$ cat config.mk
export PLATFORM = sky130hd
export DESIGN_NAME = melee_attack_ctrl_flat
export DESIGN_NICKNAME = d
export VERILOG_FILES = /design/src/rtl/melee_attack_ctrl_if.sv /design/src/rtl/melee_attack_ctrl.sv /design/src/flat_wrapper.sv
export SDC_FILE = /design/constraint.sdc
export NUM_CORES = 1
export LEC_CHECK = 0
export ABC_AREA = 1
export BUFFER_PORTS_ARGS = -buffer_cell sky130_fd_sc_hd__buf_2
export CORE_MARGIN = 8
export CORE_UTILIZATION = 60
export DETAILED_ROUTE_END_ITERATION = 16
export PLACE_DENSITY = 0.84
export SLEW_MARGIN = 20
export SYNTH_ARGS = -nofsm -noshare
export SYNTH_HDL_FRONTEND = slang
export SYNTH_SLANG_ARGS = --single-unit
$ cat constraint.sdc
create_clock -name clk -period 3.5 [get_ports clk]
set_input_delay 0.35 -clock clk [delete_from_list [all_inputs] [get_ports clk]]
set_output_delay 0.35 -clock clk [all_outputs]
set_load 0.02 [all_outputs]
$ cat src/rtl/melee_attack_ctrl_if.sv
// Signal bundle between the melee attack sequencer and its input/drawer side.
// master drives the player inputs and frame timing; slave is the sequencer.
interface melee_attack_ctrl_if;
  logic        mouse_left;
  logic [1:0]  game_active;
  logic        flip_hor_in;
  logic        vsync_in;
  logic        attack_active;
  logic [11:0] anim_x_offset;
  logic        flip_hor_melee;
  logic        hit_window;

  modport master (
    output mouse_left,
    output game_active,
    output flip_hor_in,
    output vsync_in,
    input  attack_active,
    input  anim_x_offset,
    input  flip_hor_melee,
    input  hit_window
  );

  modport slave (
    input  mouse_left,
    input  game_active,
    input  flip_hor_in,
    input  vsync_in,
    output attack_active,
    output anim_x_offset,
    output flip_hor_melee,
    output hit_window
  );
endinterface

$ cat src/rtl/melee_attack_ctrl.sv
// Frame-paced melee swing sequencer: press -> extend -> hold -> retract -> cooldown.
// Optional MELEE_HOLD_REPEAT_EN: a held button restarts the swing when cooldown ends.
module melee_attack_ctrl #(
  parameter int STEP_PX         = 4,
  parameter int MAX_OFFSET      = 24,
  parameter int COOLDOWN_FRAMES = 10
) (
  input logic                clk,
  input logic                rst,
  melee_attack_ctrl_if.slave bus
);

  typedef enum logic [2:0] {
    ST_IDLE     = 3'd0,
    ST_EXTEND   = 3'd1,
    ST_HOLD     = 3'd2,
    ST_RETRACT  = 3'd3,
    ST_COOLDOWN = 3'd4
  } state_t;

  localparam int CNT_W = (COOLDOWN_FRAMES > 32'sd1) ? $clog2(COOLDOWN_FRAMES + 32'sd1) : 32'sd1;
  localparam logic [11:0]      STEP_W   = 12'(STEP_PX);
  localparam logic [11:0]      MAX_W    = 12'(MAX_OFFSET);
  localparam logic [CNT_W-1:0] CNT_LOAD = CNT_W'(COOLDOWN_FRAMES);
  localparam logic [CNT_W-1:0] CNT_ONE  = CNT_W'(1);
  localparam bit               NO_COOLDOWN = (COOLDOWN_FRAMES == 32'sd0);

  logic             vsync_d_r;
  logic             tick_r;
  logic             mouse_d_r;
  state_t           state_r;
  state_t           state_next_s;
  logic             pending_r;
  logic             pending_next_s;
  logic [CNT_W-1:0] cnt_r;
  logic [CNT_W-1:0] cnt_next_s;
  logic [11:0]      offset_r;
  logic [11:0]      offset_next_s;
  logic             active_r;
  logic             active_next_s;
  logic             flip_r;
  logic             flip_next_s;
  logic             hit_r;
  logic             hit_next_s;

  logic press_edge_s;
  logic abort_s;
  logic at_peak_s;
  logic at_floor_s;
  logic cnt_last_s;
  logic repeat_s;
  logic start_s;

  assign press_edge_s = bus.mouse_left & ~mouse_d_r;
  assign abort_s      = (bus.game_active == 2'b00);
  // 13-bit sum so a large step near the top of the range cannot wrap
  assign at_peak_s    = ({1'b0, offset_r} + {1'b0, STEP_W}) >= {1'b0, MAX_W};
  assign at_floor_s   = (offset_r <= STEP_W);
  assign cnt_last_s   = (cnt_r <= CNT_ONE);
  assign start_s      = (state_next_s == ST_EXTEND) && (state_r != ST_EXTEND);

`ifdef MELEE_HOLD_REPEAT_EN
  assign repeat_s = bus.mouse_left;
`else
  assign repeat_s = 1'b0;
`endif

  // Frame tick and press-edge history registers.
  always_ff @(posedge clk) begin
    if (rst) begin
      vsync_d_r <= 1'b0;
      tick_r    <= 1'b0;
      mouse_d_r <= 1'b0;
    end else begin
      vsync_d_r <= bus.vsync_in;
      tick_r    <= bus.vsync_in & ~vsync_d_r;
      mouse_d_r <= bus.mouse_left;
    end
  end

  // State and registered datapath/outputs.
  always_ff @(posedge clk) begin
    if (rst) begin
      state_r   <= ST_IDLE;
      pending_r <= 1'b0;
      cnt_r     <= '0;
      offset_r  <= 12'd0;
      active_r  <= 1'b0;
      flip_r    <= 1'b0;
      hit_r     <= 1'b0;
    end else begin
      state_r   <= state_next_s;
      pending_r <= pending_next_s;
      cnt_r     <= cnt_next_s;
      offset_r  <= offset_next_s;
      active_r  <= active_next_s;
      flip_r    <= flip_next_s;
      hit_r     <= hit_next_s;
    end
  end

  // Next-state decode; only frame ticks advance, abort wins over everything.
  always_comb begin
    state_next_s = state_r;
    if (abort_s) begin
      state_next_s = ST_IDLE;
    end else if (tick_r) begin
      case (state_r)
        ST_IDLE: begin
          if (pending_r || press_edge_s) state_next_s = ST_EXTEND;
          else                           state_next_s = ST_IDLE;
        end
        ST_EXTEND: begin
          if (at_peak_s) state_next_s = ST_HOLD;
          else           state_next_s = ST_EXTEND;
        end
        ST_HOLD: begin
          state_next_s = ST_RETRACT;
        end
        ST_RETRACT: begin
          if (!at_floor_s)     state_next_s = ST_RETRACT;
          else if (!NO_COOLDOWN) state_next_s = ST_COOLDOWN;
          else if (repeat_s)   state_next_s = ST_EXTEND;
          else                 state_next_s = ST_IDLE;
        end
        ST_COOLDOWN: begin
          if (!cnt_last_s)   state_next_s = ST_COOLDOWN;
          else if (repeat_s) state_next_s = ST_EXTEND;
          else               state_next_s = ST_IDLE;
        end
        default: begin
          state_next_s = ST_IDLE;
        end
      endcase
    end else begin
      state_next_s = state_r;
    end
  end

  // Datapath updates; swing-start actions apply on any entry into EXTEND.
  always_comb begin
    pending_next_s = pending_r;
    cnt_next_s     = cnt_r;
    offset_next_s  = offset_r;
    active_next_s  = active_r;
    flip_next_s    = flip_r;
    hit_next_s     = hit_r;
    if (abort_s) begin
      pending_next_s = 1'b0;
      cnt_next_s     = '0;
      offset_next_s  = 12'd0;
      active_next_s  = 1'b0;
      flip_next_s    = 1'b0;
      hit_next_s     = 1'b0;
    end else if (start_s) begin
      pending_next_s = 1'b0;
      cnt_next_s     = '0;
      offset_next_s  = 12'd0;
      active_next_s  = 1'b1;
      flip_next_s    = bus.flip_hor_in;
      hit_next_s     = 1'b0;
    end else begin
      if ((state_r == ST_IDLE) && press_edge_s) pending_next_s = 1'b1;
      else                                      pending_next_s = pending_r;
      if (tick_r) begin
        case (state_r)
          ST_EXTEND: begin
            if (at_peak_s) begin
              offset_next_s = MAX_W;
              hit_next_s    = 1'b1;
            end else begin
              offset_next_s = offset_r + STEP_W;
            end
          end
          ST_HOLD: begin
            hit_next_s = 1'b0;
          end
          ST_RETRACT: begin
            if (at_floor_s) begin
              offset_next_s = 12'd0;
              active_next_s = 1'b0;
              cnt_next_s    = CNT_LOAD;
            end else begin
              offset_next_s = offset_r - STEP_W;
            end
          end
          ST_COOLDOWN: begin
            cnt_next_s = cnt_r - CNT_ONE;
          end
          default: begin
            cnt_next_s = cnt_r;
          end
        endcase
      end else begin
        offset_next_s = offset_r;
      end
    end
  end

  assign bus.attack_active  = active_r;
  assign bus.anim_x_offset  = offset_r;
  assign bus.flip_hor_melee = flip_r;
  assign bus.hit_window     = hit_r;

endmodule

$ cat src/flat_wrapper.sv
// flat-port wrapper written by rule: the top's interface ports become plain ports
module melee_attack_ctrl_flat 
#(
  parameter int STEP_PX         = 4,
  parameter int MAX_OFFSET      = 24,
  parameter int COOLDOWN_FRAMES = 10
)
  (clk, rst, bus_mouse_left, bus_game_active, bus_flip_hor_in, bus_vsync_in, bus_attack_active, bus_anim_x_offset, bus_flip_hor_melee, bus_hit_window);
  melee_attack_ctrl_if bus_i ();
  input logic clk;
  input logic rst;
  input wire logic [$bits(bus_i.mouse_left)-1:0] bus_mouse_left;
  input wire logic [$bits(bus_i.game_active)-1:0] bus_game_active;
  input wire logic [$bits(bus_i.flip_hor_in)-1:0] bus_flip_hor_in;
  input wire logic [$bits(bus_i.vsync_in)-1:0] bus_vsync_in;
  output wire logic [$bits(bus_i.attack_active)-1:0] bus_attack_active;
  output wire logic [$bits(bus_i.anim_x_offset)-1:0] bus_anim_x_offset;
  output wire logic [$bits(bus_i.flip_hor_melee)-1:0] bus_flip_hor_melee;
  output wire logic [$bits(bus_i.hit_window)-1:0] bus_hit_window;
  assign bus_i.mouse_left = bus_mouse_left;
  assign bus_i.game_active = bus_game_active;
  assign bus_i.flip_hor_in = bus_flip_hor_in;
  assign bus_i.vsync_in = bus_vsync_in;
  assign bus_attack_active = bus_i.attack_active;
  assign bus_anim_x_offset = bus_i.anim_x_offset;
  assign bus_flip_hor_melee = bus_i.flip_hor_melee;
  assign bus_hit_window = bus_i.hit_window;
  melee_attack_ctrl #(.STEP_PX(STEP_PX), .MAX_OFFSET(MAX_OFFSET), .COOLDOWN_FRAMES(COOLDOWN_FRAMES)) u_core (.clk(clk), .rst(rst), .bus(bus_i));
endmodule
Yosys cells after proc, flatten, opt, wreduce, memory -nomap -nowiden --
Cells that the tools add are included.
Storage, ports and cells: register bits after elaboration 26, input port bits 7, output and inout port bits 15, logic and storage cells 64
Operators by class: $lt $le $gt $ge 3, equality and inequality tests 8, multiplexer cells 18, bitwise gates (word level) 4, reductions and logical operators 17, add/sub/neg operators 4
Operators by type and width (number):
- 2-to-1 mux 12 bit | 2
- case mux 12 bit (2 select lines) | 1
- case mux 3 bit (5 select lines) | 1
- adder 12 x 3 -> 13 bit, second input constant | 1
- >= comparator 13 x 5 -> 1 bit, second input constant | 1
- adder 12 x 3 -> 12 bit, second input constant | 1
- <= comparator 12 x 3 -> 1 bit, second input constant | 1
- 2-to-1 mux 3 bit | 4
- nonzero test 2 bit | 6
- subtractor 12 x 3 -> 12 bit, second input constant | 1
- AND reduction 3 bit | 3
- case mux 4 bit (2 select lines) | 1
- == test 3 x 1 -> 1 bit, second input constant | 2
- == test 3 x 2 -> 1 bit, second input constant | 2
- 2-to-1 mux 1 bit | 6
- <= comparator 4 x 1 -> 1 bit, second input constant | 1
- 2-to-1 mux 4 bit | 1
- != test 2 x 1 -> 1 bit, second input constant | 2
- subtractor 4 x 1 -> 4 bit, second input constant | 1
- == test 3 bit, second input constant | 1
- logical NOT 3 bit | 1
- != test 3 x 1 -> 1 bit, second input constant | 1
- OR reduction 3 bit | 1
- AND 1 bit | 2
- 8 further kinds | 10

Depth between registers and ports, before layout --
Gate-level depths: netlist (run 1).
depth in word-level cells 11, gate-level depth with buffers 18, mapped depth without buffers 17

Worst setup path before layout (run 1) --
OpenSTA, ideal clock, no wires.
kind register to register, start register u_core.offset_r[2] (netlist: u_core.bus.anim_x_offset[2]), end register u_core.offset_r[6] (netlist: u_core.bus.anim_x_offset[6]), stages on the path, launching flop included 15, data arrival time 2205 ps, slack 1172 ps, library setup time 124 ps, required time 3376 ps, period minus slack after synthesis 2328 ps, path through dfxtp_1 -> inv_1 -> ha_1 -> or2_2 -> nand4_2 -> nand2_4 -> nand2_1 -> nor2_1 -> nand3_1 -> nand2_2 -> nor2_8 -> nand2_4 -> nand2_4 -> buf_12 -> nor2_4
Between the ends: longest elaborated chain between the ends 9
Ends and longest elaborated chain:
- from (decl) | RTL line melee_attack_ctrl.sv:37 | logic [11:0] offset_r;
- from (signal assigned) | RTL line melee_attack_ctrl.sv:95 | offset_r <= offset_next_s;
- adder 12 x 3 -> 13 bit | RTL line melee_attack_ctrl.sv:57 | assign at_peak_s = ({1'b0, offset_r} + {1'b0, STEP_W}) >= {1'b0, MAX_W};
- >= comparator 13 x 5 -> 1 bit | RTL line melee_attack_ctrl.sv:57
- 2-to-1 mux 2 bit | RTL line melee_attack_ctrl.sv:114 | if (at_peak_s) state_next_s = ST_HOLD;
- case mux 3 bit (5 select lines) | RTL line melee_attack_ctrl.sv:108 | case (state_r)
- 2-to-1 mux 3 bit | RTL line melee_attack_ctrl.sv:107 | end else if (tick_r) begin
- 2-to-1 mux 3 bit | RTL line melee_attack_ctrl.sv:105 | if (abort_s) begin
- == test 3 x 1 -> 1 bit | RTL line melee_attack_ctrl.sv:60 | assign start_s = (state_next_s == ST_EXTEND) && (state_r != ST_EXTEND);
- logical AND 1 bit | RTL line melee_attack_ctrl.sv:60
- OR reduction 3 bit (no line)
Parallel ways exist; a longest one is shown, timed or not. A chain may end at the register's enable or synchronous reset.

Final worst setup path (run 1) --
start register u_core.offset_r[2] (netlist: u_core.bus.anim_x_offset[2]), end register u_core.offset_r[2] (netlist: u_core.bus.anim_x_offset[2])
The elaborated chain is that of the path after synthesis.

==> flow_summary_export.csv, run 1 <==
group,metric,value,unit
run_status,status,"finished, final reports clean",
floorplanning,num_rows,20,
grt,grt_max_degree,17,
sta,report.final.hold_viol_count,0,
grt,track_usage,15.3,%
place,routabilityCongestion,1.04,
grt,grt_remaining_overflow,0,
power_and_ir_drop,comb_power_share,12.0,%
power_and_ir_drop,switching_share,24.2,%
grt,grt_pass1_wl,6240,um
floorplanning,fp.dieH,70.9,um
synth,syn_area_per_cell,6.85,um2
sta,timing.final.crit_share,71.2,%
sta,worst_pin_slew,0.679,ns
critical_path,worstPathRequired,3.70,ns
min_path,hold_class,"in -> reg",
clocking,postCtsSetupBuffers,0,
finish,nets,291,
place,dp_hpwl,2930,um
critical_path,path_cells,"inv_1, ha_1, or2_2, nand4_2, nand2_4, nand2_1, nor2_1, nand3_1, nand2_2, nor2_8, nand2_4, nand2_4, nor2_1",
sta,setup-tns-final,0,ns
critical_path,worst-setup-path-type,"reg -> reg",
sta,slew_viol_final,0,
sta,rsz0062_at_grt,"no",
power_and_ir_drop,power_density,287,nW/um2
job,cap_viol_max_count,0,
finish,final_cells,311,
finish,area_growth,5.95,%
route,wirelength,3820,um
floorplanning,core,2950,um2
power_and_ir_drop,clock_power_share,36.1,%
finish,final_common_cell,"nor2_1",
critical_path,critPathCaptureType,"flop",
finish,drive_above_1_share,19.8,%
finish,n_antenna_cell,0,
critical_path,slowest_delay,0.53,ns
synth,ys_ff_latch,24,
clocking,cts_resized,0,
clocking,hold_buffers,0,
floorplanning,die_area,5030,um2
route,drt_first_pass_iters,6,
finish,largest_reg_flops,10,
place,dpl.cell_count,307,
route,drc,0,
clocking,clk_pin_slew,0.12,ns
place,placedInstanceArea,1860,um2
clocking,cts_num_sinks,24,
route,post_drt_via_cell_ratio,5.24,
finish,fillers,282,
finish,postLayoutCellArea,1920,um2
route,drt_iter0_drc,159,
finish,final_cell_mix,"nor2_1 (43), nand2_1 (42), inv_1 (34)",
synth,synth-edff-count,0,
floorplanning,io_pins,22,
sta,final.setup_skew,0.00958,ns
synth,synth_warnings,0,
power_and_ir_drop,vdd_drop_max,0.224,mV
critical_path,critical-path-top-delay-family,"simple AND/OR/NAND/NOR gates",
sta,fmax,0.401,GHz
synth,synth_cells,264,
floorplanning,fp.dieW,70.9,um
clocking,cts_root_buf,"clkbuf_4",
clocking,cts.htree.levels,1,
floorplanning,start_util,61.3,%
clocking,numCtsBuffers,3,
grt,grt_pass1_vias,1409,
sta,finalCriticalPeriod,2.49,ns
clocking,cts_tree,"yes",
synth,netlist_area,1810,um2
critical_path,critPathArrivalTime,2.70,ns
power_and_ir_drop,switchingPower,0.133,mW
power_and_ir_drop,p_seq_share,51.9,%
synth,synthFlopType,"dfxtp_1",
synth,synthArstFlopShare,0,%
power_and_ir_drop,power.leakage,0.864,nW
power_and_ir_drop,p_int,0.417,mW
synth,ys_seq_area_share,26.6,%
place,place.port_buffers,19,
clocking,clk_path_buf_depth,2,
sta,relSlewSlack,54.5,%
finish,multi_input_area,1110,um2
synth,synthDistinctLibCells,37,
critical_path,worst_path_most_repeated_cell,"nand2_4",
critical_path,cp-start-kind,"flop",
clocking,clk_latency,0.32,ns
route,dr_total_vias,1631,
finish,seq_area,480,um2
critical_path,cp_num_buf_inv,1,
route,antenna_left,0,
grt,antenna_found_initial,0,
route,avgRoutedWirePerCell,12.3,um
critical_path,worstPathMaxFanout,16,
critical_path,crit_slowest_cell,"dfxtp_1",
sta,setup-violations-final,0,
## stage by stage
stage	setup slack (ns)	total power, mW	hold slack (ns)	util, %
finish	1.01	0.550	0.245	64.9
global route	0.828	0.575	0.235	64.9
CTS	1.01	0.555	0.236	64.9
detailed placement	1.03	0.357	0.385	63.1
global placement	1.09	0.356	0.380	63.1
floorplan	1.17	0.349	0.373	-
## kinds of logic (layout without fill, tap and decap cells)
logic type                 count (synthesis)  after routing  synth area share [%]
other                                      1              2                 0.207
xor gates and xnor gates                   9              9                  4.36
buffers and inverters                     47             60                  12.4
AOI/OAI and AO/OA                         33             33                  10.6
DFF                                       24             24                  26.6
adders and majority gates                  5              5                  3.46
and+or+nand+nor                          145            145                  42.5
## cells in the mapped netlist (2+ instances only)
master | count | area (um2)
nor3_1 | 6 | 30.0
xor2_1 | 9 | 78.8
nand4_1 | 6 | 37.5
nor2_1 | 43 | 161
buf_4 | 6 | 45.0
nand2_1 | 42 | 158
nand2_2 | 5 | 31.3
ha_1 | 5 | 62.6
a21oi_1 | 8 | 40.0
a31oi_1 | 2 | 12.5
dfxtp_1 | 24 | 480
nor2_2 | 5 | 31.3
o21ai_0 | 13 | 65.1
nor2_4 | 12 | 135
nand2_4 | 4 | 45.0
o211ai_1 | 2 | 15.0
nand3_1 | 18 | 90.1
inv_1 | 34 | 128
inv_2 | 2 | 7.51
## layer usage
metal / track usage [%] / share of wire [%]
met3: 3.95 / 5.4
met4: 5.54 / 0
met1: 18.1 / 46
met2: 26.0 / 49
met5: 0 / 0
## worst register-to-register path: cells and delay by family (launching register included)
| family | cells | cell delay [ns] |
|---|---|---|
| adders and majority gates | 1 | 0.28 |
| and+or+nand+nor | 11 | 1.41 |
| DFF | 1 | 0.53 |
| buffers and inverters | 1 | 0.17 |
## power by group through the flow
stage / clock network [mW] / registers, mW / logic, mW
floorplan: 0 / 0.291 / 0.0584
global placement: 0 / 0.291 / 0.0653
detailed placement: 0 / 0.291 / 0.0662
CTS: 0.204 / 0.285 / 0.0664
global route: 0.216 / 0.286 / 0.0725
finish: 0.198 / 0.285 / 0.0661
## area by class of cell
class                      instances  area share [%]
multi-input combinational        194            57.8
sequential                        24            25.1
inverter                          37            7.25
timing repair buffer              19            4.96
tap                               33            2.15
clock inverter                     1            1.57
clock buffer                       3            1.17
## final timing paths
check                                                  from                           to  slack [ns]  cells past startpoint
worst min register to register             u_core.vsync_d_r                u_core.tick_r        0.40                      1
worst max-delay path            u_core.bus.anim_x_offset[2]  u_core.bus.anim_x_offset[2]        1.01                     13
worst max register to register  u_core.bus.anim_x_offset[2]  u_core.bus.anim_x_offset[2]        1.01                     13
worst min-delay path                           bus_vsync_in             u_core.vsync_d_r        0.25                      3
Note: power is estimated with default switching activity, not from simulation.
==> inputs of run 2 (changes only) <==
--- a/config.mk
+++ b/config.mk
@@ -8,9 +8,9 @@
 export ABC_AREA = 1
 export BUFFER_PORTS_ARGS = -buffer_cell sky130_fd_sc_hd__buf_2
 export CORE_MARGIN = 8
-export CORE_UTILIZATION = 60
+export CORE_UTILIZATION = 58
 export DETAILED_ROUTE_END_ITERATION = 16
-export PLACE_DENSITY = 0.84
+export PLACE_DENSITY = 0.82
 export SLEW_MARGIN = 20
 export SYNTH_ARGS = -nofsm -noshare
 export SYNTH_HDL_FRONTEND = slang
==> constraint.sdc (replaced) <==
create_clock -name clk -period 2.4 [get_ports clk]
set_input_delay 0.24 -clock clk [delete_from_list [all_inputs] [get_ports clk]]
set_output_delay 0.24 -clock clk [all_outputs]
set_load 0.02 [all_outputs]
==> flow_summary_export.csv, run 2 (synthesized netlist as in run 1, its figures left out) <==
group,metric,value,unit
route,antenna_left,0,
clocking,clk_latency,0.32,ns
clocking,clk_pin_slew,0.14,ns
place,placedInstanceArea,1890,um2
sta,rsz0062_at_grt,"no",
finish,final_cell_mix,"nor2_1 (43), nand2_1 (42), inv_1 (34)",
critical_path,worstPathRequired,2.62,ns
floorplanning,io_pins,22,
sta,setup_ws,0.203,ns
clocking,cts_tree,"yes",
min_path,hold_depth,3,
grt,grt_remaining_overflow,0,
finish,n_antenna_cell,0,
sta,finalCriticalPeriod,2.20,ns
finish,drive_above_1_share,21.3,%
route,drc,0,
grt,grt_max_degree,17,
route,drt_iter0_drc,123,
place,routabilityCongestion,0.994,
floorplanning,start_util,60.2,%
critical_path,critPathCaptureType,"flop",
floorplanning,core,3000,um2
finish,area_growth,8.16,%
place,dp_hpwl,3210,um
critical_path,critPathArrivalTime,2.42,ns
route,avgRoutedWirePerCell,12.8,um
job,cap_viol_max_count,0,
place,place_ws,0.0753,ns
clocking,cts_root_buf,"clkbuf_4",
critical_path,cp-start-kind,"flop",
floorplanning,die_area,5160,um2
grt,grt_pass1_vias,1558,
finish,final_common_cell,"nor2_1",
run_status,status,"finished, final reports clean",
route,wirelength,4040,um
sta,fmax,0.455,GHz
floorplanning,fp.dieW,71.9,um
sta,setup-violations-final,0,
floorplanning,num_rows,20,
clocking,cts.htree.levels,1,
grt,track_usage,15.9,%
sta,report.final.hold_viol_count,0,
route,drt_first_pass_iters,4,
sta,slew_viol_final,0,
route,post_drt_via_cell_ratio,5.43,
place,dpl.cell_count,311,
place,place.port_buffers,19,
clocking,numCtsBuffers,3,
sta,timing.final.crit_share,91.5,%
floorplanning,fp.dieH,71.9,um
critical_path,reg2reg_depth,13,
sta,final.setup_skew,0.00688,ns
finish,postLayoutCellArea,1960,um2
grt,grt_pass1_wl,6780,um
power_and_ir_drop,power_density,415,nW/um2
critical_path,worstPathMaxFanout,16,
clocking,cts_num_sinks,24,
power_and_ir_drop,power.leakage,0.887,nW
grt,antenna_found_initial,0,
sta,setup-tns-final,0,ns
critical_path,worst-setup-path-type,"reg -> reg",
clocking,clk_path_buf_depth,2,
min_path,hold_class,"in -> reg",
clocking,postCtsSetupBuffers,0,
power_and_ir_drop,vdd_drop_max,0.311,mV
route,dr_total_vias,1710,
finish,largest_reg_flops,10,
finish,final_cells,315,
finish,nets,295,
==> run 2: cell types whose count changed in the layout (fill, tap and decap cells not counted) <==
cell,delta
nand2_8,+1
dfxtp_2,+1
nand2_4,-1
buf_4,+4
dfxtp_1,-1
==> run 2: repair_timing <==
action                     in CTS  in global routing
resized for setup               0                  2
hold endpoints to repair        0                  0
setup endpoints to repair       0                 16
hold buffers                    0                  0
==> run 2: power breakdown <==
part	internal (mW)	leakage, nW	switching, mW	total (mW)
Sequential	0.408	0.195	0.00786	0.415
Combinational	0.0331	0.663	0.0685	0.102
Clock	0.169	0.0279	0.126	0.295
==> run 2: area by class of cell <==
cell class                 instances  area [um2]
multi-input combinational        194        1120
tap                               33        41.3
fill                             280        1050
sequential                        24         482
clock buffer                       3        22.5
inverter                          37         139
timing repair buffer              23         125
clock inverter                     1        30.0
==> run 2: final timing paths <==
| path | start | end | slack, ns |
|---|---|---|---|
| max reg2reg | u_core.bus.anim_x_offset[2] | u_core.pending_r | 0.20 |
| min reg2reg | u_core.vsync_d_r | u_core.tick_r | 0.40 |
| max | u_core.bus.anim_x_offset[2] | u_core.pending_r | 0.20 |
| min | bus_vsync_in | u_core.vsync_d_r | 0.13 |
==> run 2: layer usage <==
metal,part of all wire (%),GRT usage (%),vias to the layer above,routed length [um]
li1,-,-,873,-
met1,46,19.3,776,1850
met2,48,27.8,55,1920
met3,5.3,2.79,6,212
met4,1.3,4.31,0,51
met5,0,0,-,0
==> run 2: worst max-delay path, cell delays in order (launching register included) <==
cell and delay, ns:
dfxtp_1 0.39, inv_1 0.12, ha_1 0.26, or2_2 0.32
nand4_2 0.13, nand2_4 0.09, nand2_1 0.09, nor2_1 0.04
nand3_1 0.09, nand2_2 0.10, nor2_8 0.12, nand2_4 0.08
nand2_8 0.18, nor2_1 0.07
==> run 2: stage by stage <==
stage               hold WS, ns  power [mW]  utilization, %
global placement          0.378       0.520            63.1
floorplan                 0.312       0.510               -
CTS                       0.127       0.817            64.8
detailed placement        0.379       0.523            63.1
finish                    0.128       0.812            65.2
global route              0.128       0.845            65.2
